## src/rtl/if_stage_pkg.sv

```systemverilog
// Shared types and defaults for the fetch stage and the main decoder.
package if_stage_pkg;

    localparam int unsigned XLEN_DEF = 32;
    localparam int unsigned ILEN     = 32;
    localparam int unsigned OPC_W    = 7;
    localparam int unsigned CNT_W    = 32;

    localparam logic [ILEN-1:0]     NOP_INSTR_DEF = 32'h0000_0013;
    localparam logic [XLEN_DEF-1:0] RESET_PC_DEF  = 32'h0000_0000;

    // RV32I major opcodes the decoder acts on
    typedef enum logic [OPC_W-1:0] {
        LOAD   = 7'b0000011,
        OP_IMM = 7'b0010011,
        STORE  = 7'b0100011,
        OP     = 7'b0110011,
        BRANCH = 7'b1100011,
        JAL    = 7'b1101111
    } opcode_t;

    function automatic opcode_t opcode_of(input logic [ILEN-1:0] instr);
        return opcode_t'(instr[OPC_W-1:0]);
    endfunction

endpackage

```

## src/rtl/if_stage_if_id_reg.sv

```systemverilog
// IF/ID pipeline register: loads the fetched word, holds on stall, bubbles on flush.
module if_id_reg
    import if_stage_pkg::*;
#(
    parameter int unsigned     XLEN      = XLEN_DEF,
    parameter logic [ILEN-1:0] NOP_INSTR = NOP_INSTR_DEF
) (
    input  logic            clk,
    input  logic            reset,
    input  logic            stall,
    input  logic            flush,
    input  logic [ILEN-1:0] instr_i,
    input  logic [XLEN-1:0] pc_i,
    input  logic [XLEN-1:0] pc_plus4_i,
    output logic [ILEN-1:0] instr_o,
    output logic [XLEN-1:0] pc_o,
    output logic [XLEN-1:0] pc_plus4_o,
    output logic            valid_o,
    output logic            load_c
);

    logic [ILEN-1:0] instr_q, instr_d;
    logic [XLEN-1:0] pc_q, pc_d;
    logic [XLEN-1:0] pc_plus4_q, pc_plus4_d;
    logic            valid_q, valid_d;

    // Flush beats stall; reset is applied in the register itself
    always_comb begin
        instr_d    = instr_q;
        pc_d       = pc_q;
        pc_plus4_d = pc_plus4_q;
        valid_d    = valid_q;
        load_c     = 1'b0;
        if (flush) begin
            instr_d    = NOP_INSTR;
            pc_d       = '0;
            pc_plus4_d = '0;
            valid_d    = 1'b0;
        end else if (!stall) begin
            instr_d    = instr_i;
            pc_d       = pc_i;
            pc_plus4_d = pc_plus4_i;
            valid_d    = 1'b1;
            load_c     = 1'b1;
        end
    end

    always_ff @(posedge clk) begin
        if (reset) begin
            instr_q    <= NOP_INSTR;
            pc_q       <= '0;
            pc_plus4_q <= '0;
            valid_q    <= 1'b0;
        end else begin
            instr_q    <= instr_d;
            pc_q       <= pc_d;
            pc_plus4_q <= pc_plus4_d;
            valid_q    <= valid_d;
        end
    end

    assign instr_o    = instr_q;
    assign pc_o       = pc_q;
    assign pc_plus4_o = pc_plus4_q;
    assign valid_o    = valid_q;

endmodule

```

## src/rtl/if_stage.sv

```systemverilog
// Instruction fetch: PC register, next-PC selection, misalign flag, fetch counter,
// and the IF/ID register feeding decode.
module if_stage
    import if_stage_pkg::*;
#(
    parameter int unsigned     XLEN      = XLEN_DEF,
    parameter logic [XLEN-1:0] RESET_PC  = XLEN'(RESET_PC_DEF),
    parameter logic [ILEN-1:0] NOP_INSTR = NOP_INSTR_DEF
) (
    input  logic              clk,
    input  logic              reset,
    input  logic              stall_f,
    input  logic              stall_d,
    input  logic              flush_d,
    input  logic              pc_src_e,
    input  logic [XLEN-1:0]   pc_target_e,
    output logic [XLEN-1:0]   imem_addr,
    input  logic [ILEN-1:0]   imem_rdata,
    output logic [XLEN-1:0]   pc_f,
    output logic [ILEN-1:0]   instr_d,
    output logic [OPC_W-1:0]  op_d,
    output logic [XLEN-1:0]   pc_d,
    output logic [XLEN-1:0]   pc_plus4_d,
    output logic              valid_d,
    output logic              misalign_f,
    output logic [CNT_W-1:0]  fetch_count
);

    localparam logic [XLEN-1:0] PC_STEP = XLEN'(4);

    logic [XLEN-1:0]  pc_f_q, pc_f_d;
    logic [XLEN-1:0]  pc_plus4_f_c;
    logic [XLEN-1:0]  redirect_pc_c;
    logic             misalign_q, misalign_d;
    logic [CNT_W-1:0] fetch_count_q, fetch_count_d;
    logic             load_c;
    opcode_t          op_c;

    // Next PC: redirect wins over stall; redirect target is word-aligned
    always_comb begin
        pc_plus4_f_c  = pc_f_q + PC_STEP;
        redirect_pc_c = {pc_target_e[XLEN-1:2], 2'b00};
        pc_f_d        = pc_f_q;
        misalign_d    = 1'b0;
        fetch_count_d = fetch_count_q;
        if (pc_src_e) begin
            pc_f_d     = redirect_pc_c;
            misalign_d = (pc_target_e[1:0] != 2'b00);
        end else if (!stall_f) begin
            pc_f_d = pc_plus4_f_c;
        end
        if (load_c) begin
            fetch_count_d = fetch_count_q + CNT_W'(1);
        end
    end

    always_ff @(posedge clk) begin
        if (reset) begin
            pc_f_q        <= RESET_PC;
            misalign_q    <= 1'b0;
            fetch_count_q <= '0;
        end else begin
            pc_f_q        <= pc_f_d;
            misalign_q    <= misalign_d;
            fetch_count_q <= fetch_count_d;
        end
    end

    if_id_reg #(
        .XLEN      (XLEN),
        .NOP_INSTR (NOP_INSTR)
    ) u_if_id_reg (
        .clk        (clk),
        .reset      (reset),
        .stall      (stall_d),
        .flush      (flush_d),
        .instr_i    (imem_rdata),
        .pc_i       (pc_f_q),
        .pc_plus4_i (pc_plus4_f_c),
        .instr_o    (instr_d),
        .pc_o       (pc_d),
        .pc_plus4_o (pc_plus4_d),
        .valid_o    (valid_d),
        .load_c     (load_c)
    );

    assign op_c        = opcode_of(instr_d);
    assign op_d        = op_c;
    assign pc_f        = pc_f_q;
    assign imem_addr   = pc_f_q;
    assign misalign_f  = misalign_q;
    assign fetch_count = fetch_count_q;

endmodule

```

## config.mk

```make
export PLATFORM = sky130hd
export DESIGN_NAME = if_stage
export DESIGN_NICKNAME = d
export VERILOG_FILES = /design/src/rtl/if_stage_pkg.sv /design/src/rtl/if_stage_if_id_reg.sv /design/src/rtl/if_stage.sv
export SDC_FILE = /design/constraint.sdc
export NUM_CORES = 1
export LEC_CHECK = 0
export CORE_MARGIN = 3
export CORE_UTILIZATION = 35
export DETAILED_ROUTE_END_ITERATION = 8
export PLACE_DENSITY = 0.69
export SLEW_MARGIN = 30
export SYNTH_ARGS = -nofsm -noshare
export SYNTH_HDL_FRONTEND = slang
export SYNTH_HIERARCHICAL = 1
export SYNTH_SLANG_ARGS = --single-unit
```

## constraint.sdc

```tcl
create_clock -name clk -period 2.6 [get_ports clk]
set_clock_uncertainty 0.1 [all_clocks]
set_input_delay 0.26 -clock clk [delete_from_list [all_inputs] [get_ports clk]]
set_output_delay 0.26 -clock clk [all_outputs]
set_load 0.01 [all_outputs]
```

==> results.json <==
{
  "status": "finished, final reports clean",
  "dpl.hpwl_um": 15900,
  "critical_path_required_ns": 2.81,
  "coreArea_um2": 21300,
  "wl_per_cell_um": 16.5,
  "grt_max_degree": 98,
  "synthMostInstantiatedCell": "dfxtp_1",
  "fp.dieW_um": 154,
  "gr-usage-all-layers_pct": 18.4,
  "clock_sinks": 160,
  "routed_wl_um": 22300,
  "drt_iter0_drc": 323,
  "swShare_pct": 25.0,
  "p_sw_mw": 1.46,
  "htree_num_levels": 4,
  "place_inst": 1324,
  "ir_drop_mv": 0.400,
  "drc": 0,
  "worst_hold_slack_ns": 0.232,
  "cts_setup_buffers": 0,
  "finalSetupViolations": 0,
  "synthTopCellsByCount": "dfxtp_1 (160), nor2_1 (100), mux2i_1 (98)",
  "worstPathArrival_ns": 2.59,
  "seq_area_um2": 3200,
  "seq_area_frac_synth_pct": 41.8,
  "rows": 53,
  "die_area_um2": 23700,
  "slew_viol_final": 0,
  "ys_ff_latch": 160,
  "r2r_cells": 4,
  "grt_pass1_vias": 6391,
  "rsz0062_at_grt": "false",
  "fill_cells": 1944,
  "cp-end-kind": "flop",
  "synthTopCellsByArea": "dfxtp_1 (42%), mux2i_1 (13%), nor2_1 (4.9%), buf_4 (4.7%), xnor2_1 (3.5%)",
  "place_ws_ns": -0.0233,
  "period_share_pct": 91.6,
  "antenna_found_initial": 1,
  "syn_inst": 829,
  "overflow": 0,
  "die_y_um": 154,
  "crit_type": "reg -> reg",
  "slew_headroom_pct": 52.9,
  "p_per_area_nw_per_um2": 533,
  "clock-root-buffer": "clkbuf_16",
  "num_vias": 6738,
  "hold_depth": 3,
  "syn_area_um2": 7660,
  "initial_core_util_pct": 36.0,
  "ctsLongestPathBuffers": 2,
  "grt_pass1_wl_um": 35200,
  "p_int_mw": 4.39,
  "antennaDiodeCount": 0,
  "yosys_warnings": 6,
  "synth_top_area_share_pct": 41.8,
  "post_cts_resized": 0,
  "clk_latency_ns": 0.42,
  "drtPass1Iterations": 4,
  "via_per_inst": 4.98,
  "ios": 271,
  "ant_nets": 0,
  "layout.cells.non_filler": 1354,
  "synthArstFlopShare_pct": 0,
  "hold_viol": 0,
  "yosysTopAreaCell": "dfxtp_1",
  "pwr-share-clk_pct": 41.7,
  "p_seq_share_pct": 44.4,
  "p_total_mw": 5.85,
  "fmax_mhz": 420,
  "ys.flop_type": "dfxtp_1",
  "clk_transition_reported_paths_ns": 0.07,
  "cap_violations": 0,
  "final_util_pct": 51.5,
  "synth_cell_type_count": 49,
  "tritoncts": "done",
  "worst_slack_ns": 0.218,
  "drive_above_1_share_pct": 11.7,
  "final_nets": 1140,
  "synth_enable_flop_cells": 0,
  "cts_inserted_buffers": 17,
  "portBuffers": 266,
  "tightest_slew_ns": 0.706,
  "power_leakage_nw": 4.03,
  "cp-start-kind": "flop",
  "syn2layout_area_growth_pct": 43.1,
  "holdCritPathClass": "in -> reg",
  "pwr-share-comb_pct": 13.9,
  "multi_input_area_um2": 3790,
  "syn_area_per_cell_um2": 9.25,
  "postCtsHoldBufs": 0,
  "gp_congestion": 0.852,
  "layout_min_cycle_time_ns": 2.38,
  "cp_max_fo": 11
}
## layout by cell type, fill, tap and decap left out, drive strengths merged, types with 6 or more instances in the layout
cell type	count
clkbuf	19
xnor2	31
dfxtp	160
or4	23
xor2	17
conb	8
nand4	20
nand3	17
clkinv	8
a211oi	6
or3	22
a21oi	30
o31ai	16
mux2i	98
buf	44
nand2	45
nor4	6
o21ai	17
nor3	20
nor2	145
inv	13
clkdlybuf4s50	264
a311oi	16
## sequential cells by signal (all words and copies together), names as in the netlist
signal and cells:
u_if_id_reg/pc_plus4_o 32, fetch_count 32, imem_addr 30, u_if_id_reg/valid_o 1, misalign_f 1, u_if_id_reg/pc_o 32, u_if_id_reg/instr_o 32
## worst paths after layout
check	slack (ns)	start	end
worst max register to register	0.22	fetch_count[13]	fetch_count[31]
worst min-delay path	0.23	reset	fetch_count[17]
worst min register to register	0.35	u_if_id_reg/valid_o	u_if_id_reg/valid_o
worst max-delay path	0.22	fetch_count[13]	fetch_count[31]
## logic make-up (layout without fill, tap and decap cells)
| family | count (synthesis) | in the layout | share of synthesized area [%] |
|---|---|---|---|
| buffers and inverters | 109 | 352 | 9.19 |
| muxes | 102 | 102 | 13.4 |
| other | 1 | 8 | 0.0489 |
| adders and majority gates | 2 | 2 | 0.326 |
| DFF | 160 | 160 | 41.8 |
| AOI/OAI and AO/OA | 91 | 91 | 7.74 |
| xor gates and xnor gates | 48 | 48 | 5.48 |
| and+or+nand+nor | 316 | 316 | 22.0 |
## per-stage QoR
| step | setup TNS (ns) | area, um^2 |
|---|---|---|
| after floorplan | 0 | 7690 |
| after global placement | 0 | 10400 |
| final | 0 | 11000 |
| after detailed placement | -0.0569 | 10400 |
| after CTS | 0 | 11000 |
| after global routing | 0 | 11000 |
## worst max-delay path: stages (launching register included)
cell	delay [ns]
dfxtp_1	0.43
nand4_1	0.25
or4_1	0.77
nor4_1	0.36
mux2_1	0.36
## metal layers
metal,global-route usage [%],up-vias,share of wire [%]
li1,-,3333,-
met1,24.1,3144,44
met2,28.6,233,46
met3,6.28,26,8.1
met4,5.47,2,1.5
met5,0,-,0.090
## power groups by stage
stage	logic [mW]	registers (mW)	clock network (mW)
floorplan	0.402	2.69	0
global placement	0.811	2.65	0
detailed placement	0.816	2.65	0
CTS	0.820	2.60	2.51
global route	0.875	2.61	2.62
finish	0.811	2.60	2.44
## area by class of cell
type / count / area share, %
clock buffers: 19 / 4.04
flip-flops and latches: 160 / 29.2
well taps: 275 / 3.14
multi-input cells: 567 / 34.5
repair buffers: 308 / 27.6
inverters: 14 / 0.479
clock inverters: 11 / 1.07
No activity file was read; power rests on OpenSTA's default activity.
